--- config.mk ---
export PLATFORM = sky130hd
export DESIGN_NAME = alarm_bank_flat
export DESIGN_NICKNAME = d
export VERILOG_FILES = /design/src/rtl/alarm_bank_if.sv /design/src/rtl/alarm_bank.sv /design/src/flat_wrapper.sv
export SDC_FILE = /design/constraint.sdc
export NUM_CORES = 1
export LEC_CHECK = 0
export BUFFER_PORTS_ARGS = -buffer_cell sky130_fd_sc_hd__buf_4
export CORE_MARGIN = 4
export CORE_UTILIZATION = 35
export DETAILED_ROUTE_END_ITERATION = 12
export GPL_TIMING_DRIVEN = 0
export PLACE_DENSITY = 0.54
export SYNTH_ARGS = -nofsm -noshare
export SYNTH_HDL_FRONTEND = slang
export SYNTH_SLANG_ARGS = --single-unit
--- constraint.sdc ---
create_clock -name clk -period 6.89 [get_ports clk]
set_input_delay 0.689 -clock clk [delete_from_list [all_inputs] [get_ports clk]]
set_output_delay 0.689 -clock clk [all_outputs]
set_load 0.03 [all_outputs]
--- src/rtl/alarm_bank_if.sv ---
`default_nettype none
// ============================================================================
//  Module      : alarm_bank_if
//  Description : Signal bundle between the timekeeping/control side and the
//                alarm bank. The master drives time, tick and command inputs
//                and observes the alarm outputs; the slave is the alarm bank.
//  Ports       : none (clk/resetN are plain ports of the alarm bank)
//                tick1s                              1 Hz single-cycle pulse
//                curHour1/curHour0/curMin1/curMin0   current BCD time
//                setEn/clrEn/setIdx                  channel programming
//                setHour1/setHour0/setMin1/setMin0   BCD time to program
//                snooze/dismiss                      user pulses
//                alarm/ringing/snoozed               status outputs
//  Revision    : 1.0 - initial release
// ============================================================================
interface alarm_bank_if #(
   parameter int NUM_ALARMS = 4,
   parameter int IDX_W      = 2
) ();
   logic                  tick1s;
   logic [3:0]            curHour1;
   logic [3:0]            curHour0;
   logic [3:0]            curMin1;
   logic [3:0]            curMin0;
   logic                  setEn;
   logic [IDX_W-1:0]      setIdx;
   logic [3:0]            setHour1;
   logic [3:0]            setHour0;
   logic [3:0]            setMin1;
   logic [3:0]            setMin0;
   logic                  clrEn;
   logic                  snooze;
   logic                  dismiss;
   logic                  alarm;
   logic [NUM_ALARMS-1:0] ringing;
   logic [NUM_ALARMS-1:0] snoozed;

   modport master (
      output tick1s, curHour1, curHour0, curMin1, curMin0,
      output setEn, setIdx, setHour1, setHour0, setMin1, setMin0,
      output clrEn, snooze, dismiss,
      input  alarm, ringing, snoozed
   );

   modport slave (
      input  tick1s, curHour1, curHour0, curMin1, curMin0,
      input  setEn, setIdx, setHour1, setHour0, setMin1, setMin0,
      input  clrEn, snooze, dismiss,
      output alarm, ringing, snoozed
   );
endinterface
`default_nettype wire

--- src/rtl/alarm_bank.sv ---
`default_nettype none
// ============================================================================
//  Module      : alarm_bank
//  Description : NUM_ALARMS independent BCD alarm channels. Each channel rings
//                when the current time enters its programmed minute, can be
//                snoozed (SNOOZE_MIN minutes, at most SNOOZE_MAX times per ring
//                episode), dismissed, and stops by itself after RING_TICKS
//                one-second ticks.
//  Ports       : clk      system clock
//                resetN   synchronous active-low reset
//                bus      alarm_bank_if.slave (time, tick, commands, status)
//  Revision    : 1.0 - initial release
// ============================================================================
module alarm_bank #(
   parameter int NUM_ALARMS = 4,
   parameter int IDX_W      = 2,
   parameter int RING_TICKS = 60,
   parameter int SNOOZE_MIN = 5,
   parameter int SNOOZE_MAX = 3
) (
   input  wire logic   clk,
   input  wire logic   resetN,
   alarm_bank_if.slave bus
);

   typedef enum logic [1:0] {
      S_IDLE    = 2'd0,
      S_ARMED   = 2'd1,
      S_RINGING = 2'd2,
      S_SNOOZED = 2'd3
   } state_t;

   // Snooze increment split into BCD digits so the add stays in BCD.
   localparam logic [3:0] c_SN_TENS   = 4'(SNOOZE_MIN / 10);
   localparam logic [3:0] c_SN_ONES   = 4'(SNOOZE_MIN % 10);
   localparam logic [7:0] c_RING_LAST = 8'(RING_TICKS - 1);
   localparam logic [3:0] c_SNZ_MAX   = 4'(SNOOZE_MAX);

   // ------------------------------------------------------------------------
   // Minute-event detection. The previous-time register follows the input
   // every cycle, including during reset, so leaving reset never produces a
   // spurious event. Any change (normal roll-over or a time jump) is an event.
   // ------------------------------------------------------------------------
   logic [15:0] w_cur;
   logic [15:0] r_prev;
   logic        w_min_evt;

   assign w_cur     = {bus.curHour1, bus.curHour0, bus.curMin1, bus.curMin0};
   assign w_min_evt = (w_cur != r_prev);

   always_ff @(posedge clk) begin
      r_prev <= w_cur;
   end

   // ------------------------------------------------------------------------
   // Snooze target = current time + SNOOZE_MIN, modulo 24:00, in BCD.
   // Shared by all channels since every snoozing channel uses the same time.
   // ------------------------------------------------------------------------
   logic [4:0]  w_mo_sum;
   logic        w_mo_cy;
   logic [3:0]  w_mo;
   logic [4:0]  w_mt_sum;
   logic        w_mt_cy;
   logic [3:0]  w_mt;
   logic [4:0]  w_ho_sum;
   logic        w_ho_cy;
   logic [3:0]  w_ho;
   logic [3:0]  w_ht;
   logic        w_day_wrap;
   logic [15:0] w_snz_target;

   assign w_mo_sum = {1'b0, bus.curMin0} + {1'b0, c_SN_ONES};
   assign w_mo_cy  = (w_mo_sum >= 5'd10);
   assign w_mo     = w_mo_cy ? 4'(w_mo_sum - 5'd10) : w_mo_sum[3:0];

   assign w_mt_sum = {1'b0, bus.curMin1} + {1'b0, c_SN_TENS} + {4'b0, w_mo_cy};
   assign w_mt_cy  = (w_mt_sum >= 5'd6);
   assign w_mt     = w_mt_cy ? 4'(w_mt_sum - 5'd6) : w_mt_sum[3:0];

   assign w_ho_sum = {1'b0, bus.curHour0} + {4'b0, w_mt_cy};
   assign w_ho_cy  = (w_ho_sum >= 5'd10);
   assign w_ho     = w_ho_cy ? 4'(w_ho_sum - 5'd10) : w_ho_sum[3:0];
   assign w_ht     = bus.curHour1 + {3'b0, w_ho_cy};

   // 23:xx plus a carry lands on 24:xx, which folds back to 00:xx.
   assign w_day_wrap   = ({w_ht, w_ho} == 8'h24);
   assign w_snz_target = w_day_wrap ? {8'h00, w_mt, w_mo} : {w_ht, w_ho, w_mt, w_mo};

   logic [15:0] w_set_time;
   assign w_set_time = {bus.setHour1, bus.setHour0, bus.setMin1, bus.setMin0};

   // ------------------------------------------------------------------------
   // Per-channel state machines.
   // ------------------------------------------------------------------------
   logic [NUM_ALARMS-1:0] w_ringing;
   logic [NUM_ALARMS-1:0] w_snoozed;

   for (genvar gi = 0; gi < NUM_ALARMS; gi++) begin : g_ch
      state_t      r_state;
      logic [15:0] r_alm_time;
      logic [15:0] r_snz_time;
      logic [3:0]  r_snz_cnt;
      logic [7:0]  r_ring_cnt;
      logic        r_ring;
      logic        r_snzd;
      logic        w_sel;

      // An index outside the channel range matches no channel, so such
      // commands fall through harmlessly.
      assign w_sel = (32'(bus.setIdx) == gi);

      always_ff @(posedge clk) begin
         if (!resetN) begin
            r_state    <= S_IDLE;
            r_alm_time <= 16'h0000;
            r_snz_time <= 16'h0000;
            r_snz_cnt  <= 4'd0;
            r_ring_cnt <= 8'd0;
            r_ring     <= 1'b0;
            r_snzd     <= 1'b0;
         end else if (bus.clrEn && w_sel) begin
            r_state    <= S_IDLE;
            r_alm_time <= 16'h0000;
            r_snz_cnt  <= 4'd0;
            r_ring_cnt <= 8'd0;
            r_ring     <= 1'b0;
            r_snzd     <= 1'b0;
         end else if (bus.setEn && w_sel) begin
            // Programming the current minute never rings now: the event for
            // this minute has already passed, so the next match is tomorrow.
            r_state    <= S_ARMED;
            r_alm_time <= w_set_time;
            r_snz_cnt  <= 4'd0;
            r_ring_cnt <= 8'd0;
            r_ring     <= 1'b0;
            r_snzd     <= 1'b0;
         end else begin
            case (r_state)
               S_ARMED: begin
                  if (w_min_evt && (w_cur == r_alm_time)) begin
                     r_state    <= S_RINGING;
                     r_ring_cnt <= 8'd0;
                     r_snz_cnt  <= 4'd0;
                     r_ring     <= 1'b1;
                  end
               end
               S_RINGING: begin
                  if (bus.dismiss) begin
                     r_state   <= S_ARMED;
                     r_snz_cnt <= 4'd0;
                     r_ring    <= 1'b0;
                  end else if (bus.snooze && (r_snz_cnt < c_SNZ_MAX)) begin
                     // Snooze beats a timeout landing in the same cycle.
                     r_state    <= S_SNOOZED;
                     r_snz_cnt  <= r_snz_cnt + 4'd1;
                     r_snz_time <= w_snz_target;
                     r_ring     <= 1'b0;
                     r_snzd     <= 1'b1;
                  end else if (bus.tick1s) begin
                     if (r_ring_cnt == c_RING_LAST) begin
                        r_state    <= S_ARMED;
                        r_snz_cnt  <= 4'd0;
                        r_ring_cnt <= 8'd0;
                        r_ring     <= 1'b0;
                     end else begin
                        r_ring_cnt <= r_ring_cnt + 8'd1;
                     end
                  end
               end
               S_SNOOZED: begin
                  if (bus.dismiss) begin
                     r_state   <= S_ARMED;
                     r_snz_cnt <= 4'd0;
                     r_snzd    <= 1'b0;
                  end else if (w_min_evt && (w_cur == r_snz_time)) begin
                     // Snooze count survives so the limit spans the episode.
                     r_state    <= S_RINGING;
                     r_ring_cnt <= 8'd0;
                     r_ring     <= 1'b1;
                     r_snzd     <= 1'b0;
                  end
               end
               S_IDLE: begin
                  r_ring <= 1'b0;
                  r_snzd <= 1'b0;
               end
               default: begin
                  r_state <= S_IDLE;
                  r_ring  <= 1'b0;
                  r_snzd  <= 1'b0;
               end
            endcase
         end
      end

      assign w_ringing[gi] = r_ring;
      assign w_snoozed[gi] = r_snzd;
   end

   assign bus.ringing = w_ringing;
   assign bus.snoozed = w_snoozed;
   assign bus.alarm   = |w_ringing;

endmodule
`default_nettype wire

--- src/flat_wrapper.sv ---
// flat-port wrapper written by rule: the top's interface ports become plain ports
module alarm_bank_flat 
#(
   parameter int NUM_ALARMS = 4,
   parameter int IDX_W      = 2,
   parameter int RING_TICKS = 60,
   parameter int SNOOZE_MIN = 5,
   parameter int SNOOZE_MAX = 3
)
  (clk, resetN, bus_tick1s, bus_curHour1, bus_curHour0, bus_curMin1, bus_curMin0, bus_setEn, bus_setIdx, bus_setHour1, bus_setHour0, bus_setMin1, bus_setMin0, bus_clrEn, bus_snooze, bus_dismiss, bus_alarm, bus_ringing, bus_snoozed);
  alarm_bank_if #(.NUM_ALARMS(NUM_ALARMS), .IDX_W(IDX_W)) bus_i ();
  input  wire logic clk;
  input  wire logic resetN;
  input wire logic [$bits(bus_i.tick1s)-1:0] bus_tick1s;
  input wire logic [$bits(bus_i.curHour1)-1:0] bus_curHour1;
  input wire logic [$bits(bus_i.curHour0)-1:0] bus_curHour0;
  input wire logic [$bits(bus_i.curMin1)-1:0] bus_curMin1;
  input wire logic [$bits(bus_i.curMin0)-1:0] bus_curMin0;
  input wire logic [$bits(bus_i.setEn)-1:0] bus_setEn;
  input wire logic [$bits(bus_i.setIdx)-1:0] bus_setIdx;
  input wire logic [$bits(bus_i.setHour1)-1:0] bus_setHour1;
  input wire logic [$bits(bus_i.setHour0)-1:0] bus_setHour0;
  input wire logic [$bits(bus_i.setMin1)-1:0] bus_setMin1;
  input wire logic [$bits(bus_i.setMin0)-1:0] bus_setMin0;
  input wire logic [$bits(bus_i.clrEn)-1:0] bus_clrEn;
  input wire logic [$bits(bus_i.snooze)-1:0] bus_snooze;
  input wire logic [$bits(bus_i.dismiss)-1:0] bus_dismiss;
  output wire logic [$bits(bus_i.alarm)-1:0] bus_alarm;
  output wire logic [$bits(bus_i.ringing)-1:0] bus_ringing;
  output wire logic [$bits(bus_i.snoozed)-1:0] bus_snoozed;
  assign bus_i.tick1s = bus_tick1s;
  assign bus_i.curHour1 = bus_curHour1;
  assign bus_i.curHour0 = bus_curHour0;
  assign bus_i.curMin1 = bus_curMin1;
  assign bus_i.curMin0 = bus_curMin0;
  assign bus_i.setEn = bus_setEn;
  assign bus_i.setIdx = bus_setIdx;
  assign bus_i.setHour1 = bus_setHour1;
  assign bus_i.setHour0 = bus_setHour0;
  assign bus_i.setMin1 = bus_setMin1;
  assign bus_i.setMin0 = bus_setMin0;
  assign bus_i.clrEn = bus_clrEn;
  assign bus_i.snooze = bus_snooze;
  assign bus_i.dismiss = bus_dismiss;
  assign bus_alarm = bus_i.alarm;
  assign bus_ringing = bus_i.ringing;
  assign bus_snoozed = bus_i.snoozed;
  alarm_bank #(.NUM_ALARMS(NUM_ALARMS), .IDX_W(IDX_W), .RING_TICKS(RING_TICKS), .SNOOZE_MIN(SNOOZE_MIN), .SNOOZE_MAX(SNOOZE_MAX)) u_core (.clk(clk), .resetN(resetN), .bus(bus_i));
endmodule
==> results.py <==
metrics = {
    "status": {
        "status": "finished, final reports clean",
    },
    "drt": {
        "vias_per_cell": 5.16,
        "vias": 9228,
        "first_pass_iters": 5,
        "wl_per_cell_um": 17.6,
        "ant_nets": 0,
        "drtIter0Drc": 549,
        "drc": 0,
        "drt-total-wl_um": 31500,
    },
    "floorplan": {
        "die_width_um": 184,
        "rows": 64,
        "start_util_pct": 35.4,
        "die-area_mm2": 0.0337,
        "core_mm2": 0.0305,
        "io_pins": 50,
        "die_h_um": 184,
    },
    "sta": {
        "fin_ws_ns": 0.633,
        "tns_ns": 0,
        "holdWs_ns": 0.269,
        "clock.fmax_mhz": 160,
        "max_slew_margin_pct": 30.7,
        "fin_worst_skew_ns": 0.0318,
        "grt_setup_unrepaired": "false",
        "fin_crit_ns": 6.26,
        "tightest_slew_ns": 1.01,
        "post-route-period-util_pct": 90.8,
        "report.final.slew_viol_count": 0,
        "setup_viol": 0,
        "finalHoldViolCount": 0,
    },
    "synthesis": {
        "syn-instance-count": 1302,
        "synth_edf_count": 0,
        "yosysWarningCount": 0,
        "yosys.area.top_type": "dfxtp_1",
        "seq_area_frac_synth_pct": 38.6,
        "yosys-top-cells-area": "dfxtp_1, xor2_1, nand2_1",
        "ys_top_cells_by_count": "nand2_1, dfxtp_1, a21oi_1",
        "synth_top_area_share_pct": 38.6,
        "synth_seq_cells": 208,
        "yosysMostFrequentCell": "nand2_1",
        "synthFlopType": "dfxtp_1",
        "syn-num-nets": 1382,
        "synth.distinct_cells": 69,
        "synthArstFlopShare_pct": 0,
        "syn-cell-area_mm2": 0.0108,
        "syn_area_per_cell_um2": 8.29,
    },
    "clocking": {
        "clock-sinks": 208,
        "h-tree-depth": 1,
        "clock_latency_ns": 0.53,
        "clockBufferDepth": 3,
        "clkTransAtPathRegs_ns": 0.06,
        "cts-root-buf": "clkbuf_16",
        "holdBufCountCts": 0,
        "numCtsBuffers": 24,
        "cts_tree": "yes",
    },
    "finish": {
        "n_fill_cell": 3133,
        "instances_no_fill": 1789,
        "drive_above_1_share_pct": 10.6,
        "synthToLayoutAreaGrowth_pct": 15.9,
        "design_area_mm2": 0.0125,
        "diodes": 0,
        "final_nets": 1457,
        "final_util_pct": 41.0,
    },
    "setup_path": {
        "slowest_delay_ns": 0.39,
        "crit_type": "primary input to flop",
        "critPathMaxFanout": 10,
        "slowest_stage": "ha_1",
        "worstPathRequired_ns": 7.30,
        "cp.arrival_ns": 6.66,
        "crit_top_cell": "ha_1",
        "cp-startpoint": "bus_curMin0[0]",
        "r2r_start": "u_core.g_ch[3].r_alm_time[3]",
        "crit_path_end_kind": "flop",
        "crit_path_start_kind": "primary input",
    },
    "hold_path": {
        "hold_path_class": "primary input to flop",
        "hp-start": "bus_curMin1[2]",
    },
    "grt": {
        "grt_max_degree": 14,
        "grt_pass1_wl_um": 50100,
        "grt-ovfl-total": 0,
        "grt_usage_pct": 18.3,
        "first_global_vias": 9030,
        "antenna_found_initial": 0,
    },
    "place": {
        "dp.cells": 1745,
        "place_ws_ns": -0.971,
        "dpl_cell_area_mm2": 0.0116,
        "place_congestion": 0.818,
        "numPortBuffers": 47,
        "hpwl_um": 23300,
    },
    "pwr": {
        "swShare_pct": 30.6,
        "power_frac_comb_pct": 22.6,
        "p_per_area_mw_per_mm2": 267,
        "p_switching_mw": 1.02,
        "seqPwrFrac_pct": 38.8,
        "internal_power_mw": 2.32,
        "power_frac_clock_pct": 38.6,
        "p_total_mw": 3.34,
        "power_leakage_nw": 4.70,
        "peakVddDrop_v": 0.000167,
    },
    "job": {
        "maxCapViolations": 0,
    },
}
## cells by family after synthesis
group,count (synthesis),synth area share [%]
multiplexers,16,1.53
buffers and inverters,115,4.94
AND/OR/NAND/NOR,516,23.2
flip-flops,208,38.6
AO/OA/AOI/OAI,253,14.5
adder cells (fa/ha/maj),39,4.52
XOR/XNOR,155,12.7
## layout make-up
cell class	instances	area, µm²	share of cell area (%)
sequential	208	4160	33.3
inverter	28	105	0.840
clock inverter	8	101	0.810
clock buffer	34	688	5.50
multi-input combinational	979	6160	49.2
buffer	86	427	3.41
timing repair buffer	50	375	3.00
tap	396	495	3.96
## sequential cells by signal, summed over array words and instances (netlist names)
register and cells:
u_core.g_ch.r_alm_time 64, u_core.g_ch.r_ring 4, u_core.g_ch.r_ring_cnt 32, u_core.g_ch.r_snz_cnt 16
u_core.g_ch.r_snz_time 64, u_core.g_ch.r_snzd 4, u_core.g_ch.r_state 8, u_core.r_prev 16
## metal layers
layer / track usage [%] / vias to the layer above / routed length (µm)
li1: - / 4656 / -
met1: 26.8 / 4356 / 15700
met2: 29.4 / 180 / 14200
met3: 1.92 / 36 / 1160
met4: 3.52 / 0 / 454
met5: 0 / - / 0
## power groups by stage
stage | sequential (mW) | combinational, mW | clock, mW
after detailed placement | 1.32 | 0.744 | 0
after CTS | 1.30 | 0.750 | 1.32
after global placement | 1.32 | 0.738 | 0
after floorplan | 1.31 | 0.538 | 0
after global routing | 1.30 | 0.842 | 1.36
final | 1.30 | 0.755 | 1.29
## worst max-delay path: cells and delay by family
kind	cells	cell delay [ns]
compound gates	10	1.90
xor+xnor	3	0.64
fa+ha+maj	7	1.74
simple gates	4	0.59
buf+inv	8	1.08
## final timing paths
kind | to | slack (ns) | depth (start not counted)
max | u_core.g_ch[1].r_snz_time[13] | 0.63 | 32
min | u_core.r_prev[6] | 0.27 | 1
max reg2reg | u_core.g_ch[3].r_state[0] | 3.76 | 7
min reg2reg | u_core.g_ch[2].r_snz_cnt[1] | 0.46 | 2
## repair_timing
action | in CTS | in global routing
pin swaps | 1 | 2
setup endpoints to repair | 8 | 8
gates resized for setup | 3 | 5
buffers inserted | 1 | 2
hold endpoints to repair | 0 | 0
## placed cells by master (no fill, tap or decap), types with 28 or more instances in the layout
| master | instances |
|---|---|
| nand2_1 | 237 |
| dfxtp_1 | 208 |
| a21oi_1 | 122 |
| xor2_1 | 101 |
| nor2_1 | 70 |
| buf_4 | 67 |
| clkbuf_1 | 58 |
| xnor2_1 | 49 |
| ha_1 | 39 |
| nand3_1 | 37 |
| a211oi_1 | 34 |
| o21ai_0 | 32 |
| nor4_1 | 31 |
| inv_1 | 28 |
No activity file was read; power rests on OpenSTA's default activity.
